[src/rtl/mpt_pkg.sv]
// Shared MPT walker types.
// Port IDs used by the PLB cache port arbiter.
package mpt_pkg;

    typedef logic plb_arb_id_t;

    localparam int PLB_ARB_NUM_PORTS = 2;

endpackage

[src/rtl/plb_port_arbiter_if.sv]
// PLB cache MEM port bundle.
// master drives the request side, slave returns grant and response.
interface plb_port_arbiter_if #(
    parameter int DATA_WIDTH = 64,
    parameter int ADDR_WIDTH = 64
);
    localparam int BE_WIDTH = DATA_WIDTH / 8;

    logic                  mem_req;
    logic                  mem_gnt;
    logic                  mem_valid;
    logic [ADDR_WIDTH-1:0] mem_addr;
    logic [DATA_WIDTH-1:0] mem_wdata;
    logic                  mem_we;
    logic [BE_WIDTH-1:0]   mem_be;
    logic [DATA_WIDTH-1:0] mem_rdata;
    logic                  mem_error;

    modport master (
        output mem_req, mem_addr, mem_wdata, mem_we, mem_be,
        input  mem_gnt, mem_valid, mem_rdata, mem_error
    );

    modport slave (
        input  mem_req, mem_addr, mem_wdata, mem_we, mem_be,
        output mem_gnt, mem_valid, mem_rdata, mem_error
    );

endinterface

[src/rtl/plb_arb_id_fifo.sv]
// Outstanding-ID FIFO for the PLB port arbiter.
// Power-of-two depth; pointers wrap naturally.
module plb_arb_id_fifo
    import mpt_pkg::*;
#(
    parameter  int DEPTH = 4,
    localparam int PW    = $clog2(DEPTH),
    localparam int CW    = PW + 1
) (
    input  logic          clk_i,
    input  logic          rst_ni,
    input  logic          push_i,
    input  logic          pop_i,
    input  plb_arb_id_t   data_i,
    output plb_arb_id_t   data_o,
    output logic          full_o,
    output logic          empty_o,
    output logic [CW-1:0] count_o
);

    plb_arb_id_t   mem_q [DEPTH];
    logic [PW-1:0] wr_q, wr_d;
    logic [PW-1:0] rd_q, rd_d;
    logic [CW-1:0] cnt_q, cnt_d;
    logic          do_push;
    logic          do_pop;

    assign full_o  = (cnt_q == CW'(DEPTH));
    assign empty_o = (cnt_q == '0);
    assign count_o = cnt_q;
    assign data_o  = mem_q[rd_q];

    assign do_push = push_i & ~full_o;
    assign do_pop  = pop_i & ~empty_o;

    always_comb begin
        wr_d  = wr_q;
        rd_d  = rd_q;
        cnt_d = cnt_q + CW'(do_push) - CW'(do_pop);
        if (do_push) wr_d = wr_q + PW'(1);
        if (do_pop)  rd_d = rd_q + PW'(1);
    end

    always_ff @(posedge clk_i or negedge rst_ni) begin
        if (!rst_ni) begin
            wr_q  <= '0;
            rd_q  <= '0;
            cnt_q <= '0;
            for (int i = 0; i < DEPTH; i++) mem_q[i] <= '0;
        end else begin
            wr_q  <= wr_d;
            rd_q  <= rd_d;
            cnt_q <= cnt_d;
            if (do_push) mem_q[wr_q] <= data_i;
        end
    end

endmodule

[src/rtl/plb_port_arbiter.sv]
// Two-port round-robin arbiter in front of the PLB cache MEM port.
// Lookup path on port 0, refill path on port 1; responses routed by ID FIFO.
module plb_port_arbiter
    import mpt_pkg::*;
#(
    parameter  int DATA_WIDTH      = 64,
    parameter  int ADDR_WIDTH      = 64,
    parameter  int MAX_OUTSTANDING = 4,
    localparam int CW              = $clog2(MAX_OUTSTANDING) + 1,
    localparam int BW              = DATA_WIDTH / 8
) (
    input  logic                       clk_i,
    input  logic                       rst_ni,
    plb_port_arbiter_if.slave          s0_mem,
    plb_port_arbiter_if.slave          s1_mem,
    plb_port_arbiter_if.master         plb_mem,
    output logic                       unexpected_rsp_o,
    output logic [CW-1:0]              outstanding_o
);

    logic [PLB_ARB_NUM_PORTS-1:0] req_vec;
    plb_arb_id_t                  win;
    plb_arb_id_t                  head;
    plb_arb_id_t                  rr_ptr_q, rr_ptr_d;
    plb_arb_id_t                  lock_id_q, lock_id_d;
    logic                         locked_q, locked_d;
    logic                         unexp_q, unexp_d;
    logic                         issue, hs, pop;
    logic                         full, empty;
    logic [ADDR_WIDTH-1:0]        addr_mux;
    logic [DATA_WIDTH-1:0]        wdata_mux;
    logic [DATA_WIDTH-1:0]        rdata;
    logic [BW-1:0]                be_mux;

    assign req_vec = {s1_mem.mem_req, s0_mem.mem_req};

    // A locked winner overrides rr_ptr so its request stays stable.
    always_comb begin
        if (locked_q)        win = lock_id_q;
        else if (&req_vec)   win = rr_ptr_q;
        else if (req_vec[1]) win = 1'b1;
        else                 win = 1'b0;
    end

    assign issue = (|req_vec) & ~full;
    assign hs    = issue & plb_mem.mem_gnt;
    assign pop   = plb_mem.mem_valid & ~empty;

    assign addr_mux  = win ? s1_mem.mem_addr  : s0_mem.mem_addr;
    assign wdata_mux = win ? s1_mem.mem_wdata : s0_mem.mem_wdata;
    assign be_mux    = win ? s1_mem.mem_be    : s0_mem.mem_be;

    assign plb_mem.mem_req   = issue;
    assign plb_mem.mem_addr  = addr_mux;
    assign plb_mem.mem_wdata = wdata_mux;
    assign plb_mem.mem_be    = be_mux;
    assign plb_mem.mem_we    = win ? s1_mem.mem_we : s0_mem.mem_we;

    assign s0_mem.mem_gnt = hs & ~win;
    assign s1_mem.mem_gnt = hs & win;

    assign rdata = plb_mem.mem_rdata;

    assign s0_mem.mem_valid = pop & ~head;
    assign s1_mem.mem_valid = pop & head;
    assign s0_mem.mem_rdata = rdata;
    assign s1_mem.mem_rdata = rdata;
    assign s0_mem.mem_error = plb_mem.mem_error & pop & ~head;
    assign s1_mem.mem_error = plb_mem.mem_error & pop & head;

    assign unexpected_rsp_o = unexp_q;

    always_comb begin
        rr_ptr_d  = rr_ptr_q;
        locked_d  = locked_q;
        lock_id_d = lock_id_q;
        unexp_d   = unexp_q | (plb_mem.mem_valid & empty);
        if (hs) begin
            rr_ptr_d = ~win;
            locked_d = 1'b0;
        end else if (issue) begin
            locked_d  = 1'b1;
            lock_id_d = win;
        end
    end

    always_ff @(posedge clk_i or negedge rst_ni) begin
        if (!rst_ni) begin
            rr_ptr_q  <= 1'b0;
            lock_id_q <= 1'b0;
            locked_q  <= 1'b0;
            unexp_q   <= 1'b0;
        end else begin
            rr_ptr_q  <= rr_ptr_d;
            lock_id_q <= lock_id_d;
            locked_q  <= locked_d;
            unexp_q   <= unexp_d;
        end
    end

    plb_arb_id_fifo #(
        .DEPTH (MAX_OUTSTANDING)
    ) u_id_fifo (
        .clk_i   (clk_i),
        .rst_ni  (rst_ni),
        .push_i  (hs),
        .pop_i   (pop),
        .data_i  (win),
        .data_o  (head),
        .full_o  (full),
        .empty_o (empty),
        .count_o (outstanding_o)
    );

endmodule

[src/flat_wrapper.sv]
// flat-port wrapper written by rule: the top's interface ports become plain ports
module plb_port_arbiter_flat import mpt_pkg::*;
#(
    parameter  int DATA_WIDTH      = 64,
    parameter  int ADDR_WIDTH      = 64,
    parameter  int MAX_OUTSTANDING = 4,
    localparam int CW              = $clog2(MAX_OUTSTANDING) + 1,
    localparam int BW              = DATA_WIDTH / 8
)
  (clk_i, rst_ni, unexpected_rsp_o, outstanding_o, s0_mem_mem_req, s0_mem_mem_addr, s0_mem_mem_wdata, s0_mem_mem_we, s0_mem_mem_be, s0_mem_mem_gnt, s0_mem_mem_valid, s0_mem_mem_rdata, s0_mem_mem_error, s1_mem_mem_req, s1_mem_mem_addr, s1_mem_mem_wdata, s1_mem_mem_we, s1_mem_mem_be, s1_mem_mem_gnt, s1_mem_mem_valid, s1_mem_mem_rdata, s1_mem_mem_error, plb_mem_mem_req, plb_mem_mem_addr, plb_mem_mem_wdata, plb_mem_mem_we, plb_mem_mem_be, plb_mem_mem_gnt, plb_mem_mem_valid, plb_mem_mem_rdata, plb_mem_mem_error);
  plb_port_arbiter_if #(.DATA_WIDTH(DATA_WIDTH), .ADDR_WIDTH(ADDR_WIDTH)) s0_mem_i ();
  plb_port_arbiter_if #(.DATA_WIDTH(DATA_WIDTH), .ADDR_WIDTH(ADDR_WIDTH)) s1_mem_i ();
  plb_port_arbiter_if #(.DATA_WIDTH(DATA_WIDTH), .ADDR_WIDTH(ADDR_WIDTH)) plb_mem_i ();
  input  logic clk_i;
  input  logic rst_ni;
  output logic unexpected_rsp_o;
  output logic [CW-1:0] outstanding_o;
  input wire logic [$bits(s0_mem_i.mem_req)-1:0] s0_mem_mem_req;
  input wire logic [$bits(s0_mem_i.mem_addr)-1:0] s0_mem_mem_addr;
  input wire logic [$bits(s0_mem_i.mem_wdata)-1:0] s0_mem_mem_wdata;
  input wire logic [$bits(s0_mem_i.mem_we)-1:0] s0_mem_mem_we;
  input wire logic [$bits(s0_mem_i.mem_be)-1:0] s0_mem_mem_be;
  output wire logic [$bits(s0_mem_i.mem_gnt)-1:0] s0_mem_mem_gnt;
  output wire logic [$bits(s0_mem_i.mem_valid)-1:0] s0_mem_mem_valid;
  output wire logic [$bits(s0_mem_i.mem_rdata)-1:0] s0_mem_mem_rdata;
  output wire logic [$bits(s0_mem_i.mem_error)-1:0] s0_mem_mem_error;
  input wire logic [$bits(s1_mem_i.mem_req)-1:0] s1_mem_mem_req;
  input wire logic [$bits(s1_mem_i.mem_addr)-1:0] s1_mem_mem_addr;
  input wire logic [$bits(s1_mem_i.mem_wdata)-1:0] s1_mem_mem_wdata;
  input wire logic [$bits(s1_mem_i.mem_we)-1:0] s1_mem_mem_we;
  input wire logic [$bits(s1_mem_i.mem_be)-1:0] s1_mem_mem_be;
  output wire logic [$bits(s1_mem_i.mem_gnt)-1:0] s1_mem_mem_gnt;
  output wire logic [$bits(s1_mem_i.mem_valid)-1:0] s1_mem_mem_valid;
  output wire logic [$bits(s1_mem_i.mem_rdata)-1:0] s1_mem_mem_rdata;
  output wire logic [$bits(s1_mem_i.mem_error)-1:0] s1_mem_mem_error;
  output wire logic [$bits(plb_mem_i.mem_req)-1:0] plb_mem_mem_req;
  output wire logic [$bits(plb_mem_i.mem_addr)-1:0] plb_mem_mem_addr;
  output wire logic [$bits(plb_mem_i.mem_wdata)-1:0] plb_mem_mem_wdata;
  output wire logic [$bits(plb_mem_i.mem_we)-1:0] plb_mem_mem_we;
  output wire logic [$bits(plb_mem_i.mem_be)-1:0] plb_mem_mem_be;
  input wire logic [$bits(plb_mem_i.mem_gnt)-1:0] plb_mem_mem_gnt;
  input wire logic [$bits(plb_mem_i.mem_valid)-1:0] plb_mem_mem_valid;
  input wire logic [$bits(plb_mem_i.mem_rdata)-1:0] plb_mem_mem_rdata;
  input wire logic [$bits(plb_mem_i.mem_error)-1:0] plb_mem_mem_error;
  assign s0_mem_i.mem_req = s0_mem_mem_req;
  assign s0_mem_i.mem_addr = s0_mem_mem_addr;
  assign s0_mem_i.mem_wdata = s0_mem_mem_wdata;
  assign s0_mem_i.mem_we = s0_mem_mem_we;
  assign s0_mem_i.mem_be = s0_mem_mem_be;
  assign s0_mem_mem_gnt = s0_mem_i.mem_gnt;
  assign s0_mem_mem_valid = s0_mem_i.mem_valid;
  assign s0_mem_mem_rdata = s0_mem_i.mem_rdata;
  assign s0_mem_mem_error = s0_mem_i.mem_error;
  assign s1_mem_i.mem_req = s1_mem_mem_req;
  assign s1_mem_i.mem_addr = s1_mem_mem_addr;
  assign s1_mem_i.mem_wdata = s1_mem_mem_wdata;
  assign s1_mem_i.mem_we = s1_mem_mem_we;
  assign s1_mem_i.mem_be = s1_mem_mem_be;
  assign s1_mem_mem_gnt = s1_mem_i.mem_gnt;
  assign s1_mem_mem_valid = s1_mem_i.mem_valid;
  assign s1_mem_mem_rdata = s1_mem_i.mem_rdata;
  assign s1_mem_mem_error = s1_mem_i.mem_error;
  assign plb_mem_mem_req = plb_mem_i.mem_req;
  assign plb_mem_mem_addr = plb_mem_i.mem_addr;
  assign plb_mem_mem_wdata = plb_mem_i.mem_wdata;
  assign plb_mem_mem_we = plb_mem_i.mem_we;
  assign plb_mem_mem_be = plb_mem_i.mem_be;
  assign plb_mem_i.mem_gnt = plb_mem_mem_gnt;
  assign plb_mem_i.mem_valid = plb_mem_mem_valid;
  assign plb_mem_i.mem_rdata = plb_mem_mem_rdata;
  assign plb_mem_i.mem_error = plb_mem_mem_error;
  plb_port_arbiter #(.DATA_WIDTH(DATA_WIDTH), .ADDR_WIDTH(ADDR_WIDTH), .MAX_OUTSTANDING(MAX_OUTSTANDING)) u_core (.clk_i(clk_i), .rst_ni(rst_ni), .s0_mem(s0_mem_i), .s1_mem(s1_mem_i), .plb_mem(plb_mem_i), .unexpected_rsp_o(unexpected_rsp_o), .outstanding_o(outstanding_o));
endmodule
[config.mk]
export PLATFORM = sky130hd
export DESIGN_NAME = plb_port_arbiter_flat
export DESIGN_NICKNAME = d
export VERILOG_FILES = /design/src/rtl/mpt_pkg.sv /design/src/rtl/plb_port_arbiter_if.sv /design/src/rtl/plb_arb_id_fifo.sv /design/src/rtl/plb_port_arbiter.sv /design/src/flat_wrapper.sv
export SDC_FILE = /design/constraint.sdc
export NUM_CORES = 1
export LEC_CHECK = 0
export ABC_AREA = 1
export ABC_CLOCK_PERIOD_IN_PS = 1900
export BUFFER_PORTS_ARGS = -buffer_cell sky130_fd_sc_hd__buf_2
export CORE_AREA = 2 2 244 246
export DETAILED_ROUTE_END_ITERATION = 12
export DIE_AREA = 0 0 246 248
export PLACE_DENSITY_LB_ADDON = 0.12
export SYNTH_ARGS = -nofsm -noshare
export SYNTH_HDL_FRONTEND = slang
export SYNTH_SLANG_ARGS = --single-unit
[constraint.sdc]
create_clock -name clk_i -period 1.9 [get_ports clk_i]
set_clock_uncertainty 0.05 [all_clocks]
set_input_delay 0.38 -clock clk_i [delete_from_list [all_inputs] [get_ports clk_i]]
set_output_delay 0.38 -clock clk_i [all_outputs]
set_load 0.02 [all_outputs]
* Word-level counts from Yosys, hierarchy flattened
Index checks and enable logic that the tools add are counted.
** Storage, ports and cells
- Output and inout bits :: 276
- Bits of input ports :: 345
- Register bits after elaboration :: 15
- Logic and storage cells :: 61
** Cells by class
- Add/subtract/negate cells :: 4
- Equality and inequality tests :: 1
- Multiplexer cells :: 15
- Bitwise gates (word level) :: 21
- Order comparisons :: 3
- Reductions and logical operators :: 6
** Operators with widths (count)
- 64-bit two-way mux :: 2
- 1-bit AND :: 13
- 1-bit two-way mux :: 9
- 8-bit two-way mux :: 1
- 3-bit >= comparator (second input constant) :: 2
- 2-bit inverter with 3-bit output :: 2
- 1-bit inverter :: 5
- 2-bit by 1-bit adder with 2-bit output (second input constant) :: 2
- 4-bit bitwise mux :: 1
- 2-bit AND reduction :: 2
- 3-bit by 1-bit adder with 3-bit output :: 1
- 3-bit == test (second input constant) :: 1
- 3-bit zero test :: 1
- 3-bit by 1-bit < comparator with 1-bit output (second input constant) :: 1
- 3-bit by 1-bit subtractor with 3-bit output :: 1
- 1-bit binary-select mux with 2-bit select :: 1
- 1-bit demux with 2-bit select :: 1
- 2-bit nonzero test :: 1
- 2-bit OR reduction :: 1
- 1-bit logical AND :: 1
- 1-bit bitwise OR :: 1

* Depth between registers and ports, before layout
- Word-level depth :: 7
- Gate-level depth with buffers :: 10
- Depth with buffers taken out :: 10

* Cells and area by module
From an unflattened synthesis, not the netlist that was laid out.
** Second synthesis, totals
- Cell total of the unflattened synthesis :: 699
- Area total of the unflattened synthesis :: 3783.6 um2
** By module, submodules not included
- plb_port_arbiter :: seq. area each 100.1 um2, times used 1, cells each 622, area an instance 3134.3 um2
- plb_arb_id_fifo :: seq. area each 275.3 um2, times used 1, cells each 77, area an instance 649.4 um2

* Worst setup path before layout
Ideal clock, no wire load.
- Kind :: reg2reg
- From :: register u_core.u_id_fifo.cnt_q[1], in the netlist u_core.u_id_fifo.count_o[1]
- To :: register u_core.u_id_fifo.cnt_q[2], in the netlist u_core.u_id_fifo.count_o[2]
- Library setup time :: 0.132 ns
- Cell stages (with the launch flop) :: 10
- Arrival :: 2.039 ns
- Path slack :: -0.322 ns
- Buffers on the path :: 0
- Path through :: dfrtp_1 -> nor2_1 -> nand2_1 -> nand3_2 -> ha_1 -> inv_1 -> ha_1 -> fa_1 -> xnor2_1 -> xor2_1
** Between the ends
- Word-level cells in the longest chain between the ends :: 7
- Elaborated cells on any way between the ends :: 11
** RTL lines
- from (decl) :: RTL line plb_arb_id_fifo.sv:24 : logic [CW-1:0] cnt_q, cnt_d;
- from (signal assigned) :: RTL line plb_arb_id_fifo.sv:53 : cnt_q <= cnt_d;
- 3-bit == test :: RTL line plb_arb_id_fifo.sv:28 : assign full_o = (cnt_q == CW'(DEPTH));
- 1-bit inverter :: RTL line plb_arb_id_fifo.sv:33, plb_port_arbiter.sv:45
- 1-bit AND :: RTL line plb_port_arbiter.sv:45 : assign issue = (|req_vec) & ~full;
- 1-bit AND :: RTL line plb_port_arbiter.sv:46 : assign hs = issue & plb_mem.mem_gnt;
- 1-bit AND :: RTL line plb_arb_id_fifo.sv:33 : assign do_push = push_i & ~full_o;
- 3-bit by 1-bit adder with 3-bit output :: RTL line plb_arb_id_fifo.sv:39 : cnt_d = cnt_q + CW'(do_push) - CW'(do_pop);
- 3-bit by 1-bit subtractor with 3-bit output * :: RTL line plb_arb_id_fifo.sv:39
- named net u_core.u_id_fifo.cnt_d[2] :: RTL line plb_arb_id_fifo.sv:24
The timed path passes the listed nets; every way through them passes the cells marked *.
A chain may end at the register's enable or synchronous reset.

* Final worst setup path
- From :: register u_core.rr_ptr_q
- To :: output plb_mem_mem_addr[62]
** Between the ends
- Word-level cells in the longest chain between the ends :: 3
** RTL lines
- from (decl) :: RTL line plb_port_arbiter.sv:24 : plb_arb_id_t rr_ptr_q, rr_ptr_d;
- from (signal assigned) :: RTL line plb_port_arbiter.sv:94 : rr_ptr_q <= rr_ptr_d;
- 1-bit two-way mux :: RTL line plb_port_arbiter.sv:40 : else if (&req_vec) win = rr_ptr_q;
- 1-bit two-way mux :: RTL line plb_port_arbiter.sv:39 : if (locked_q) win = lock_id_q;
- 64-bit two-way mux :: RTL line plb_port_arbiter.sv:49 : assign addr_mux = win ? s1_mem.mem_addr : s0_mem.mem_addr;
- to (decl) :: RTL line flat_wrapper.sv:37 : output wire logic [$bits(plb_mem_i.mem_addr)-1:0] plb_mem_mem_addr;
Every way passes these cells.

==> results.md <==
- Status: finished with violations
- Failing checks: setup timing
- Reg2reg start: u_core.u_id_fifo.count_o[1]$_DFF_PN0_
- Avg WL per Cell: ~13 µm
- CTS clk-pin slew, worst paths: roughly 0.06 ns
- Synthesis warning total: 0
- Req. time, crit path: ~1.5 ns
- Register area share after synthesis: a little over a tenth
- Critical path startpoint: u_core.rr_ptr_q$_DFFE_PN0N_
- Top sig layer: met5
- H-tree levels: 1
- Final WS setup: -0.2438 ns
- Initial Utilization: under 10%
- Cell taking the most area after synthesis: nand2_1
- Worst-Margin Slew: 0.4049 ns
- TritonCTS clock tree: yes
- Root buffer cell: clkbuf_16
- Final setup viols: 140
- Post-DRT Antenna Nets: 0
- Ports: 621
- Wire length on met1: around 7.3 mm
- Kind of end point of the critical path: output port
- Vias in the first global route: 4866
- Gr ovfl total: 0
- CTS sink cnt: 15
- Leakage power: about 0.0038 µW
- Tcrit/Tclk final: 112.8%
- Crit path max-delay family: buffers and inverters
- N_diodes: 0
- Max-slew headroom: about 73%
- Fmax: about 470 MHz
- Crit path to: plb_mem_mem_addr[62]
- Drt via density: between 2 and 3
- Area of placed instances: between 0.005 and 0.006 mm²
- Post-route cell area: approximately 0.0064 mm²
- Die width: 246 µm
- Worst skew pair latency: 0.25 ns
- Worst VDD drop: roughly 0.43 mV
- Drt drc: 0
- CP dominant cell by count: nand2_1
- Cell count along the critical path: 8
- Routed wire length: between 20 and 25 mm
- # Max-Cap Violations: 0
- Synth cell types: 20
- Final net count: 1342
- CP Launch Type: register
- Layout cell share with drive strength beyond 1: 51.37%
- Met2 WL: approximately 12 mm
- Placed cell count: 1751
- IO Port Bufs: roughly 430
- WS Path Type: register to output port
- First-pass GRT wire length: between 20 and 30 mm
- Worst reg2reg setup slack: -0.07 ns
- Most frequent cells in the layout: 421 x nand2_1, 382 x buf_2, 52 x buf_4
- Reg2Reg Depth: 10
- CP max stage delay: 0.40 ns
- Area share of the largest cell type after synthesis: 46.79%
- Mapped Cells: 666
- HPWL Detailed: approximately 18 mm
- DR pass1 iterations: 4
- Initial antenna violation count: 1
- Synth Register Bits: 15
- Slew Viols, Final: 0
- Site row count: between 80 and 90
- WP buf/inv: 4
- Worst R2R End: u_core.u_id_fifo.count_o[2]$_DFF_PN0_
- CTS Buf Count: 3
- Synthesized area: approximately 0.0035 mm²
- Final hold vios: 0
- Maximum fanout along the worst path: 9
- Die Area: about 0.061 mm²
- Via Count: around 4900
- CP arrival: around 1.7 ns
- Area of the core: between 0.05 and 0.06 mm²
- PwrDens: approximately 1400 mW/mm²
- Gr usage total: 6.119%
- Synth Area per Inst: around 5.2 µm²
- Hold WC Path Type: input port to async pin
- Most common library cell in the layout ignoring fill and taps: nand2_1
- Unrepaired setup endpoints after global routing: true
- Routability Congestion: around 0.72
- Hold Buf Count CTS: 0
- Largest net degree at the start of global routing: 28
- DR WL met3: between 2 and 2.5 mm
- Syn nets: slightly above 1000
- Worst path slowest cell: dfrtp_1
- Starting DRT DRC Count: 83
- Fin crit period: 2.144 ns
- Area contributors post-synth: nand2_1 47%, buf_4 29%, dfrtp_1 11%, ha_1 2.2%, buf_2 1.9%
- Crit path cell chain: o21ai_4 > nand2_8 > inv_8 > buf_12 > buf_4 > nand2_1 > nand2_1 > buf_2
- CTS Buffer Depth: 2
- Die height: 248 µm
- Final non-filler cell total: roughly 1800
- P&R area growth vs syn: 84.73%
state kept, by name (all words and copies together), names as in the netlist:
signal,flops
u_core.u_id_fifo.count_o,3
u_core.lock_id_q,1
u_core.unexpected_rsp_o,1
u_core.locked_q,1
u_core.u_id_fifo.mem_q,4
u_core.u_id_fifo.wr_q,2
u_core.rr_ptr_q,1
u_core.u_id_fifo.rd_q,2
power breakdown:
group / switching (µW) / internal (µW) / total (µW)
Sequential: 128 / 479 / 607
Clock: 140 / 282 / 422
Combinational: 4620 / 3090 / 7710
Total: 4890 / 3850 / 8740
synthesized netlist by cell type, drive strengths merged:
master,number
nand2,436
buf,150
dfrtp,15
inv,15
nor2,11
clkbuf,9
nand3,9
ha,6
o21ai,5
nand4,4
xor2,3
a31o,1
fa,1
xnor2,1
how the worst min path moves through the flow:
stage	cells past startpoint	to
after CTS	1	u_core.rr_ptr_q$_DFFE_PN0N_
after global placement	1	u_core.u_id_fifo.count_o[2]$_DFF_PN0_
after floorplan	0	u_core.lock_id_q$_DFFE_PN0P_
final	1	u_core.u_id_fifo.wr_q[0]$_DFFE_PN0P_
after detailed placement	1	u_core.u_id_fifo.count_o[2]$_DFF_PN0_
after global routing	1	u_core.u_id_fifo.wr_q[0]$_DFFE_PN0P_
through the flow:
| stage | setup TNS (ns) | power, µW | util, % | hold slack (ns) | setup WS (ns) |
|---|---|---|---|---|---|
| floorplan | -0.1570 | 4882 | - | 0.03441 | -0.1570 |
| global placement | -18.68 | 7579 | 10.07 | 0.2970 | -0.2243 |
| detailed placement | -18.05 | 7446 | 10.07 | 0.2928 | -0.2220 |
| CTS | -33.66 | 8115 | 10.34 | 0.02347 | -0.3070 |
| global route | -40.05 | 9572 | 11.03 | 0.02647 | -0.3551 |
| finish | -23.63 | 8739 | 11.03 | 0.006733 | -0.2438 |
metal layers:
metal  track usage [%]  up-vias
li1                  -     2503
met2             11.61      307
met5                 0        -
met1             5.877     2060
met3             1.827       73
met4             3.387        2
cells by family after synthesis:
family	Yosys count	share of synthesized area, %
AND/OR/NAND/NOR	460	50.52
buffers and inverters	174	33.92
flip-flops	15	10.76
adder cells (fa/ha/maj)	7	2.725
AO/OA/AOI/OAI	6	1.076
XOR/XNOR	4	1.004
timing repair:
| action | in CTS | in global routing |
|---|---|---|
| cloned | 1 | 2 |
| resized for setup | 15 | 98 |
| pin swaps | 0 | 6 |
| buffers inserted | 0 | 4 |
| endpoints found under the setup margin | 141 | 144 |
layout make-up:
type / instances / area (µm²)
Tap cell: 773 / 967.2
Fill cell: 6983 / 52020
Sequential cell: 15 / 377.9
Clock buffer: 3 / 75.07
Timing Repair Buffer: 478 / 2948
Clock inverter: 1 / 5.005
Inverter: 15 / 63.81
Multi-Input combinational cell: 477 / 2009
(Power assumes the default switching activity.)
